**src/rtl/eth_csr_access_arb.sv**
```systemverilog
// Two-requester arbiter for the HSSI Ethernet indirect CSR port. Turns a request/ack
// handshake into held command pulses that survive the MAC-side 2-stage synchronizers.
module eth_csr_access_arb #(
    parameter int CMD_HOLD   = 8,
    parameter int GAP_CYCLES = 8,
    parameter int RD_WAIT    = 16,
    parameter int CNT_W      = 8
) (
    input  logic        clk,
    input  logic        pck_cp2af_softReset,
    input  logic        req0_valid,
    input  logic        req0_wr,
    input  logic [15:0] req0_addr,
    input  logic [31:0] req0_wdata,
    output logic        req0_ack,
    output logic [31:0] req0_rdata,
    input  logic        req1_valid,
    input  logic        req1_wr,
    input  logic [15:0] req1_addr,
    input  logic [31:0] req1_wdata,
    output logic        req1_ack,
    output logic [31:0] req1_rdata,
    output logic [31:0] eth_ctrl_addr,
    output logic [31:0] eth_wr_data,
    input  logic [31:0] eth_rd_data,
    output logic        busy,
    output logic        grant_id
);

    typedef enum logic [2:0] {IDLE, CMD, GAP, RDWAIT, ACK} state_t;

    typedef struct packed {
        logic        wr;
        logic [15:0] addr;
        logic [31:0] wdata;
    } csr_req_t;

    localparam logic [CNT_W-1:0] CMD_LD = CNT_W'(CMD_HOLD - 1);
    localparam logic [CNT_W-1:0] GAP_LD = CNT_W'(GAP_CYCLES - 1);
    localparam logic [CNT_W-1:0] RDW_LD = CNT_W'(RD_WAIT - 1);

    state_t           state, state_n;
    logic [CNT_W-1:0] cnt, cnt_n;
    logic             wr_q, wr_n;
    logic             rr_ptr, rr_n, gid_n;
    logic             ack0_n, ack1_n;
    logic [31:0]      ctrl_n, wdat_n, rdata0_n, rdata1_n;
    logic             pick;
    csr_req_t         req_sel;

    // rr_ptr only breaks ties; a lone requester wins outright.
    assign pick    = (req0_valid && req1_valid) ? rr_ptr : !req0_valid;
    assign req_sel = pick ? {req1_wr, req1_addr, req1_wdata}
                          : {req0_wr, req0_addr, req0_wdata};
    assign busy    = (state != IDLE);

    always_ff @(posedge clk or posedge pck_cp2af_softReset) begin
        if (pck_cp2af_softReset) state <= IDLE;
        else                     state <= state_n;
    end

    always_comb begin
        state_n  = state;
        cnt_n    = cnt;
        wr_n     = wr_q;
        gid_n    = grant_id;
        rr_n     = rr_ptr;
        ctrl_n   = eth_ctrl_addr;
        wdat_n   = eth_wr_data;
        rdata0_n = req0_rdata;
        rdata1_n = req1_rdata;
        ack0_n   = 1'b0;
        ack1_n   = 1'b0;
        case (state)
            IDLE: begin
                if (req0_valid || req1_valid) begin
                    gid_n   = pick;
                    rr_n    = !pick;
                    wr_n    = req_sel.wr;
                    ctrl_n  = {14'h0, !req_sel.wr, req_sel.wr, req_sel.addr};
                    wdat_n  = req_sel.wdata;
                    cnt_n   = CMD_LD;
                    state_n = CMD;
                end
            end
            CMD: begin
                if (cnt == '0) begin
                    // Drop to zero so the MAC-side edge detector re-arms.
                    ctrl_n  = '0;
                    cnt_n   = GAP_LD;
                    state_n = GAP;
                end else begin
                    cnt_n = cnt - CNT_W'(1);
                end
            end
            GAP: begin
                if (cnt == '0) begin
                    if (wr_q) begin
                        ack0_n  = !grant_id;
                        ack1_n  = grant_id;
                        state_n = ACK;
                    end else begin
                        cnt_n   = RDW_LD;
                        state_n = RDWAIT;
                    end
                end else begin
                    cnt_n = cnt - CNT_W'(1);
                end
            end
            RDWAIT: begin
                if (cnt == '0) begin
                    if (grant_id) rdata1_n = eth_rd_data;
                    else          rdata0_n = eth_rd_data;
                    ack0_n  = !grant_id;
                    ack1_n  = grant_id;
                    state_n = ACK;
                end else begin
                    cnt_n = cnt - CNT_W'(1);
                end
            end
            ACK:     state_n = IDLE;
            default: state_n = IDLE;
        endcase
    end

    always_ff @(posedge clk or posedge pck_cp2af_softReset) begin
        if (pck_cp2af_softReset) begin
            cnt           <= '0;
            wr_q          <= 1'b0;
            rr_ptr        <= 1'b0;
            grant_id      <= 1'b0;
            eth_ctrl_addr <= '0;
            eth_wr_data   <= '0;
            req0_ack      <= 1'b0;
            req1_ack      <= 1'b0;
            req0_rdata    <= '0;
            req1_rdata    <= '0;
        end else begin
            cnt           <= cnt_n;
            wr_q          <= wr_n;
            rr_ptr        <= rr_n;
            grant_id      <= gid_n;
            eth_ctrl_addr <= ctrl_n;
            eth_wr_data   <= wdat_n;
            req0_ack      <= ack0_n;
            req1_ack      <= ack1_n;
            req0_rdata    <= rdata0_n;
            req1_rdata    <= rdata1_n;
        end
    end

endmodule

```
**config.mk**
```make
export PLATFORM = sky130hd
export DESIGN_NAME = eth_csr_access_arb
export DESIGN_NICKNAME = d
export VERILOG_FILES = /design/src/rtl/eth_csr_access_arb.sv
export SDC_FILE = /design/constraint.sdc
export NUM_CORES = 1
export LEC_CHECK = 0
export BUFFER_PORTS_ARGS = -buffer_cell sky130_fd_sc_hd__buf_2
export CAP_MARGIN = 0
export CORE_AREA = 10 10 143 112
export CTS_BUF_LIST = sky130_fd_sc_hd__clkbuf_4
export DETAILED_ROUTE_END_ITERATION = 7
export DIE_AREA = 0 0 153 122
export HOLD_SLACK_MARGIN = 0.1
export PLACE_DENSITY = 0.79
export SLEW_MARGIN = 20
export SYNTH_ARGS = -nofsm -noshare
export SYNTH_HDL_FRONTEND = slang
export SYNTH_SLANG_ARGS = --single-unit
```
**constraint.sdc**
```tcl
create_clock -name clk -period 3.7 [get_ports clk]
set_clock_uncertainty 0.2 [all_clocks]
set_input_delay 0.37 -clock clk [delete_from_list [all_inputs] [get_ports clk]]
set_output_delay 0.37 -clock clk [all_outputs]
set_load 0.01 [all_outputs]
```
Word level (Yosys, flattened, before mapping)
Cells that the tools add are included.
Operators by class
  bitwise gates (word level): 1
  equality and inequality tests: 9
  reductions and logical operators: 17
  muxes and demuxes: 25
  add/subtract/negate cells: 1
Operator list (count)
  $mux 32: 2
  $pmux 32 s2: 1
  $mux 49: 1
  $mux 8: 5
  $pmux 8 s4: 1
  $mux 3: 5
  $pmux 3 s4: 1
  $ne 2x2->1 const B: 5
  $reduce_and 3->1: 3
  $logic_not 8->1: 1
  $reduce_and 4->1: 2
  $sub 8x1->8 const B: 1
  $mux 1: 7
  $eq 3x2->1 const B: 2
  $logic_not 1->1: 4
  $pmux 1 s2: 2
  $reduce_bool 4->1: 1
  $eq 3x1->1 const B: 1
  $logic_not 3->1: 1
  $ne 3x3->1 const B: 1
  $reduce_bool 3->1: 1
  $reduce_and 2->1: 1
  $reduce_bool 2->1: 1
  $logic_and 1x1->1: 1
  2 further kinds: 2
Storage, ports and cells
  word-level logic and storage cells: 64
  input bits: 134
  flip-flop bits (word level): 144
  output and inout bits: 132

Longest topological paths before layout
Gate-level depths: netlist of the first run.
  depth after elaboration: 6
  mapped depth: 8
  depth with buffers taken out: 6

Least setup slack after synthesis of the first run
Ideal clock, no wire load.
  path kind: flip-flop to flip-flop
  from: register cnt[3]
  to: register req0_rdata[11]
  stages on the path, launching flop included: 7
  slack: 1339 ps
  clock period less this slack: 2361 ps
  library setup time: 125 ps
  data required time: 3375 ps
  path buffers: 3
  arrival: 2036 ps
  cells stage by stage: dfrtp_1 -> buf_6 -> or4_4 -> buf_6 -> nor4_4 -> buf_6 -> mux2_2
Between the ends
  longest elaborated chain between the ends: 2
Ends and longest elaborated chain
  from (decl): line 43  | logic [CNT_W-1:0] cnt, cnt_n;
  from (signal assigned): line 139  | cnt <= cnt_n;
  $logic_not 8->1: line 111  | if (cnt == '0) begin
  $reduce_and 3->1 (no source line)
  to (signal assigned): line 147  | req0_rdata <= rdata0_n;
  to (decl): line 16  | output logic [31:0] req0_rdata,
No other way between the ends.
A chain may end at the register's enable or synchronous reset.

Final worst setup path of the first run
  from: register state[0]
  to: register eth_wr_data[18]
Between the ends
  longest elaborated chain between the ends: 2
Ends and longest elaborated chain
  from (decl): line 42  | state_t state, state_n;
  from (signal assigned): line 59  | else state <= state_n;
  $logic_not 3->1: line 74  | case (state)
  $reduce_and 2->1 (no source line)
  to (signal assigned): line 144  | eth_wr_data <= wdat_n;
  to (decl): line 24  | output logic [31:0] eth_wr_data,
No other way between the ends.

==> results of run 1 <==
layout by cell type (no fill, tap or decap), types with 17 or more instances in the layout:
master	netlist	routed
sky130_fd_sc_hd__a21o_1	49	49
sky130_fd_sc_hd__a22o_1	36	36
sky130_fd_sc_hd__buf_2	10	251
sky130_fd_sc_hd__clkbuf_4	0	18
sky130_fd_sc_hd__dfrtp_1	130	130
sky130_fd_sc_hd__dlygate4sd3_1	0	131
sky130_fd_sc_hd__mux2_2	63	63
sky130_fd_sc_hd__mux2i_1	17	17
sky130_fd_sc_hd__nor3_1	21	21
worst paths after layout:
| path | startpoint | endpoint | slack, ns | cells after the start |
|---|---|---|---|---|
| hold / removal | req0_valid | state[0]$_DFFE_PP0P_ | 0.21 | 5 |
| max in group asynchronous | pck_cp2af_softReset | eth_wr_data[12]$_DFFE_PP0P_ | 2.53 | 4 |
| setup / recovery | state[0]$_DFFE_PP0P_ | eth_wr_data[18]$_DFFE_PP0P_ | 0.45 | 6 |
| hold reg to reg | eth_ctrl_addr[15]$_DFFE_PP0P_ | eth_ctrl_addr[15]$_DFFE_PP0P_ | 0.29 | 1 |
| min in group asynchronous | pck_cp2af_softReset | req0_rdata[11]$_DFFE_PP0P_ | 0.36 | 4 |
| setup reg to reg | state[0]$_DFFE_PP0P_ | eth_wr_data[18]$_DFFE_PP0P_ | 0.45 | 6 |
power breakdown:
group          switching (uW)  internal (uW)  total [uW]  leakage [uW]
clock network             565            417         982      0.000150
logic                    1320           1520        2840       0.00283
registers                 408           2040        2450       0.00164
total                    2300           3980        6280       0.00463
per-stage QoR:
step                utilization, %  total power [uW]  instances  setup slack, ns
global placement              52.6              4730        834             1.19
detailed placement            52.6              4860        834             1.12
floorplan                        -              3870        442             1.34
finish                        64.6              6280        999            0.445
CTS                           64.6              6260        997            0.549
global route                  64.6              6680        998            0.306
final cells by class:
class                           instances  area (um^2)  share of cell area (%)
Antenna cell                            2         5.00                  0.0581
Clock buffer                           18          135                    1.57
Tap cell                              175          219                    2.54
Multi-Input combinational cell        262         2170                    25.2
Inverter                                7         30.0                   0.349
Timing Repair Buffer                  391         2650                    30.7
Sequential cell                       130         3250                    37.8
Clock inverter                         14          154                    1.79
per-layer routing:
layer  global-route usage [%]  share of wire, %
met5                        0                 0
met1                     20.3                37
met3                     7.89               7.9
met4                     8.15               2.8
met2                     35.2                53
flip-flops by register name (all words and copies together), names as in the netlist:
signal,count
eth_wr_data,32
req0_rdata,32
req1_rdata,32
eth_ctrl_addr,18
cnt,8
state,3
grant_id,1
req0_ack,1
req1_ack,1
rr_ptr,1
wr_q,1
cells by family (layout without fill, tap and decap cells):
group | count (synthesis) | in the layout | synth area share (%)
AOI/OAI and AO/OA | 110 | 110 | 15.3
xor gates and xnor gates | 1 | 1 | 0.155
adders and majority gates | 1 | 1 | 0.221
buffers and inverters | 50 | 430 | 5.32
DFF | 130 | 130 | 57.4
muxes | 81 | 81 | 15.7
other | 1 | 16 | 0.0662
and+or+nand+nor | 55 | 55 | 5.76
repair_timing:
item                      CTS  global route
buffers inserted            0             0
hold buffers              131             0
hold endpoints to repair  245             0
critical path: cells and delay by family, from the launching register on:
| kind | cells | cell delay [ns] |
|---|---|---|
| AOI/OAI and AO/OA | 1 | 0.20 |
| and+or+nand+nor | 3 | 1.35 |
| DFF | 1 | 0.51 |
| buffers and inverters | 2 | 0.91 |
==> run summary, run 1 <==
The tools report the number of antenna violations at the first check in global routing as 1. The count of routing violations after the opening detailed-route iteration is 343. Entering global routing, the biggest net connects 89 pins. For this run, the total global-route usage over all layers was measured as 19.6%.

The core outline area is 0.0133 mm^2. Setup repair after global routing left no endpoint under its margin. The total count of hold-check failures in the final report was 0. By area the synthesized netlist is led by sky130_fd_sc_hd__dfrtp_1 57%, sky130_fd_sc_hd__mux2_2 13%, sky130_fd_sc_hd__a21o_1 6.5%, sky130_fd_sc_hd__a22o_1 5.6%, sky130_fd_sc_hd__mux2i_1 3.0%. The number of synthesized flops with an enable pin works out to 0. In this run the static leakage power is 0.00463 uW. The first global-routing pass estimated 29900 um of wire.

The tools report the required time at the endpoint of the critical path as 3.95 ns. For the number of search-and-repair iterations in the first detailed-routing pass, the log shows 5. The startpoint type of the worst setup path was a register. On the worst path, the slowest cell contributes a delay of 0.67 ns.

The standard cell with the maximum stage delay on the critical path is sky130_fd_sc_hd__or2_2. The critical path data arrival time was 3.50 ns. The type of the tightest min-delay check was input pin to register. The wire-length estimate of the detail-placed layout is 12400 um. The count of state elements after synthesis was 130; the area enclosed by the die boundary was 0.0187 mm^2. Across the run, the number of max-cap violations was 0.

Number of placed I/O pins: 266. After layout, the minimum clock period comes to 3.25 ns. The signed area change from the synthesized netlist to the final layout was 52.0%. After synthesis, the largest area contributor takes up 57.4% of total cell area. The clock tree synthesis step divided the H-tree into 4 levels.

The global placer's final weighted congestion came out at 0.826. After the last flow step, the layout net total stands at 944. The filler cells instantiated in the layout total 979.

The largest area contributor in the synthesized netlist is sky130_fd_sc_hd__dfrtp_1. Summed over all failing endpoints, the final setup total negative slack is 0 ns. The run gives 42.5% as the starting utilization of the core area. The critical path class is register to register. Counting distinct cell types in the post-synthesis netlist gives 44. The fraction of synthesis flops using an asynchronous set or reset pin was 100%; the maximum buffer depth of the clock tree was 2.

The flow ran to the end, and the final reports show no timing, DRC or antenna violations. The floorplan has 37 rows. In the final routed layout, each cell accounts on average for 19.1 um. Clock-pin slew was measured on the worst setup and hold paths at 0.12 ns. Summing every instance area after synthesis gives 0.00567 mm^2. The number of port buffers was 251.

The critical path goes through or3_1 > or2_2 > nor2_2 > buf_4 > a21o_1 > dlygate4sd3_1. Sorting the synthesized cells by how often they occur yields 130 x sky130_fd_sc_hd__dfrtp_1, 63 x sky130_fd_sc_hd__mux2_2, 49 x sky130_fd_sc_hd__a21o_1. The finished cells cover 0.00861 mm^2. After technology mapping, the gate count stands at 429.

Setup violations remaining at the end of the flow were counted as 0. VDD sags by at most 471 uV. From bottom edge to top edge, the die measures 122 um. The measured slew at the worst slew-check pin works out to 1.03 ns. The total overflow left after global routing is 0. STA classifies the critical path endpoint as a register.

The fraction of the cycle the final worst path needs was 88.0%. Cell chosen for the clock root: sky130_fd_sc_hd__clkbuf_4. The post-cts resize count is 0. For this block, the via count after detailed routing is 5101. For this run, the top clock speed supported by timing is 307 MHz. The relative slew slack came out at 31.6%. Most frequently used flop master after synthesis: sky130_fd_sc_hd__dfrtp_1. The routed wire length was 19100 um; the share of layout cells above drive strength 1 was 44.4%. In this run the worst path has a maximum fanout of 51.

The max-slew violation total from the final report was 0; the power density over the cells was 729 mW/mm^2. After detailed placement, the total cell area comes to 0.00701 mm^2. TritonCTS created 17 clock buffers. TritonCTS built the clock tree. The clock net in this run drives a total of 130 sinks.

In the routed design, unresolved DRC markers number 0. The run gives 0.51 ns as the insertion delay to the later sink of the worst-skew pair. The sequential fraction of the synthesis area was 57.4%. The most frequent cell after synthesis was sky130_fd_sc_hd__dfrtp_1. The ratio of routed vias to standard cells was 5.11; the yosys synthesis warning count was 0.

A synthesized cell averages 13.2 um^2. The run gives 0.209 ns as the final-layout worst hold slack. The remaining antenna violation count was 0; the width of the chip was 153 um. The number of global-route vias before repair is 5715.
No activity file was read; power rests on OpenSTA's default activity.
==> inputs of run 2 (changes only) <==
==> constraint.sdc (replaced) <==
create_clock -name clk -period 3.7 [get_ports clk]
set_clock_uncertainty 0.2 [all_clocks]
set_input_delay 0.555 -clock clk [delete_from_list [all_inputs] [get_ports clk]]
set_output_delay 0.555 -clock clk [all_outputs]
set_load 0.01 [all_outputs]
==> run 2 against run 1 <==
Net effect:
- die area did not move
- utilization down 3.1 points
- final cell count fell by 4.9%
- worst setup slack improved by 0.031 ns
- register-to-register slack gained 0.03 ns
- non-clock buffer count is 46 lower
- sequential share of layout area grew 1.9 points
- via count shrank 5.1%
- clock-buffer cell count stayed put
- combinational power decreased by 6%
- maximum frequency is 0.95% higher
- clock power is 16% higher
- critical endpoint is now eth_wr_data[10]$_DFFE_PP0P_
- largest cell class unchanged
==> run summary, run 2 (synthesized netlist as in run 1, its figures left out) <==
The flow ran to the end, and the final reports show no timing, DRC or antenna violations. For the number of maximum-capacitance constraint violations, the log shows 0 (unchanged). CTS placed an instance of sky130_fd_sc_hd__clkbuf_4 at the clock tree root.

The remaining antenna violation count was 0 (unchanged). The tools report the final standard cell area without fillers as 0.00820 mm^2 (-4.8%). For the detailed-routed wire length on met3, the log shows 1620 um (+7.3%).

The run gives 0 (-1) as the number of antenna violations at the first check in global routing. The average routed wire per standard cell came out at 19.0 um (-0.59%). The logs give 0 (-2) for the number of diodes and 17 (unchanged) for the total clock buffers created by CTS. STA classifies the critical path endpoint as a register. Register cell area after layout: 0.00325 mm^2 (unchanged). The area enclosed by the die boundary was 0.0187 mm^2 (unchanged). The total setup violations reported at the end of the flow is 0 (unchanged), and the pin count of the biggest net entering global routing is 57 (-36%). The tools report the clock sink count as 130 (unchanged). TritonCTS built the clock tree. The number of nets in the layout is 898 (-4.9%). The clock transition at the registers of the reported paths came out at 0.12 ns (about the same).

Top layer reached by signal wires: met4. The number of buffers and inverters on the critical path came out at 2 (unchanged). Leaving out fill and tap cells, the most frequent cell in the layout is sky130_fd_sc_hd__buf_2. The logs give 4840 (-5.1%) for the via count and 3.95 ns (about the same) for the required time at the endpoint of the critical path.

For the critical path data arrival time, the log shows 3.47 ns (-0.03 ns). Traced cell by cell, the critical path runs through or3_1 > or2_2 > nor2_2 > buf_4 > a21o_1 > dlygate4sd3_1. The time the final worst path needs with I/O delays and setup was 3.22 ns (-0.0307 ns). The H-tree depth was 4 (unchanged); the leakage power was 0.00446 uW (-3.7%). Leaving out fill and tap cells, the most frequent cells in the layout are 251 x sky130_fd_sc_hd__buf_2, 130 x sky130_fd_sc_hd__dfrtp_1, 85 x sky130_fd_sc_hd__dlygate4sd3_1. Setup repair after global routing left no endpoint under its margin. The longest individual stage delay on the worst path was 0.67 ns (about the same). The global router's overall resource usage was 18.6% (-0.99 points); the measured slew at the worst slew-check pin was 1.02 ns (-0.00492 ns).

The max-slew violation total from the final report was 0 (unchanged). The routed length on met1 was 6530 um (-6.8%). The standard cell with the maximum stage delay on the critical path was sky130_fd_sc_hd__or2_2. The power density over the cells is 763 mW/mm^2 (+4.7%), and the fraction of the cycle the final worst path needs is 87.1% (-0.83 points). The peak clock frequency supported by timing is 310 MHz (+0.95%), and the non-filler instance count after layout is 950 (-4.9%).

The site row count came out at 37 (unchanged). In the final layout, the registers with the most flip-flops are eth_wr_data: 32 flops, req0_rdata: 32 flops, req1_rdata: 32 flops. Routed wire length: 18000 um (-5.5%).

The number of search-and-repair iterations in the first detailed-routing pass is 5 (unchanged). The total count of hold-check failures in the final report was 0 (unchanged); the maximum fanout along the worst path was 51 (unchanged). The first-pass GRT wire length was 28400 um (-5.0%).

The signed area change from the synthesized netlist to the final layout was 44.8%. The kind of cell adding the most delay to the critical path is simple AND/OR/NAND/NOR gates. For the maximum buffer depth of the clock tree, the log shows 2 (unchanged).

For the count of routing violations after the opening detailed-route iteration, the log shows 312 (-9.0%). The logs give 516 uV (+9.6%) for the worst voltage drop across the vdd grid and 0 (unchanged) for the number of remaining DRC errors. The setup slack of the critical path after layout was 0.476 ns (+0.0307 ns). The vertical die dimension was 122 um (unchanged); the post-place setup slack was 1.09 ns (-0.0360 ns). Ratio of routed vias to standard cells: 5.09 (-0.22%). Post-detailed-placement half-perimeter wirelength: 12400 um (about the same).

The tools report the starting utilization of the core area as 42.5% (unchanged). The run gives 0 (unchanged) as the post-cts resize count. The worst setup path startpoint is state[0]$_DFFE_PP0P_. Critical path class: register to register. For the filler cell count in the final layout, the log shows 1008 (+3.0%). The share of layout cells above drive strength 1 was 46.7% (+2.3 points). The insertion delay to the later sink of the worst-skew pair is 0.49 ns (-0.02 ns), and the width of the chip is 153 um (unchanged). For the core outline area, the log shows 0.0133 mm^2 (unchanged). The post-detailed-placement cell area is 0.00701 mm^2 (unchanged). Number of global-route vias before repair: 5292 (-7.4%). The worst hold path startpoint was req0_wdata[0].

The logs give 266 (unchanged) for the number of placed I/O pins and 0 ns (unchanged) for the setup total negative slack. The global placer's final weighted congestion was 0.797 (-3.5%). In this run the critical register-to-register path is launched from state[0]$_DFFE_PP0P_. The total area of multi-input combinational cells came out at 0.00217 mm^2 (unchanged). STA classifies the critical path startpoint as a register. The run gives 9600 um (-4.1%) as the wire length on met2.

The tools report the relative slew slack as 31.9% (+0.33 points). The number of port buffers came out at 251 (unchanged). The utilization after layout is 61.5% (-3.1 points). The type of the tightest min-delay check is input pin to register.

The logs give 0 (unchanged) for the overflow left after global routing and 834 (unchanged) for the cell total after placement. The logs give 0 (unchanged) for the count of buffers added by post-CTS timing repair for setup and 85 (-35%) for the number of buffers inserted by hold repair at cts.
-- run 2: report_power, final --
part	leakage [uW]	total, uW	switching (uW)	internal (uW)
clock	0.000178	1140	530	612
sequential	0.00164	2450	405	2040
combinational	0.00263	2670	1290	1380
total	0.00446	6260	2230	4030
-- run 2: tightest hold or removal path, delay by kind of cell --
kind | cells | cell delay, ns
AOI/OAI and AO/OA | 2 | 0.20
buffers and inverters | 1 | 0.08
-- run 2: layout make-up --
class | count | share of cell area, %
sequential | 130 | 39.7
timing repair buffer | 345 | 26.7
multi-input combinational | 262 | 26.4
tap | 175 | 2.67
clock inverter | 13 | 2.55
clock buffer | 18 | 1.65
inverter | 7 | 0.366
-- run 2: per-layer routing --
metal,vias to the layer above,track usage (%)
met4,0,5.65
met1,2387,19.5
met2,220,33.5
met5,-,0
li1,2211,-
met3,22,8.24
-- run 2: per-stage QoR --
step           hold slack, ns  total power (uW)
3_3_place_gp            0.257              4730
5_1_grt                 0.106              6650
3_5_place_dp            0.264              4870
2_1_floorplan           0.245              3870
6_report                0.165              6260
4_1_cts                 0.100              6270
-- run 2: final timing paths --
path                                                 to  slack [ns]  cells after the start
setup / recovery            eth_wr_data[10]$_DFFE_PP0P_        0.48                      6
hold / removal               eth_wr_data[0]$_DFFE_PP0P_        0.17                      3
setup reg to reg            eth_wr_data[10]$_DFFE_PP0P_        0.48                      6
hold reg to reg            eth_ctrl_addr[9]$_DFFE_PP0P_        0.29                      1
max in group asynchronous    req1_rdata[19]$_DFFE_PP0P_        1.77                      4
min in group asynchronous     req1_rdata[2]$_DFFE_PP0P_        0.61                      3
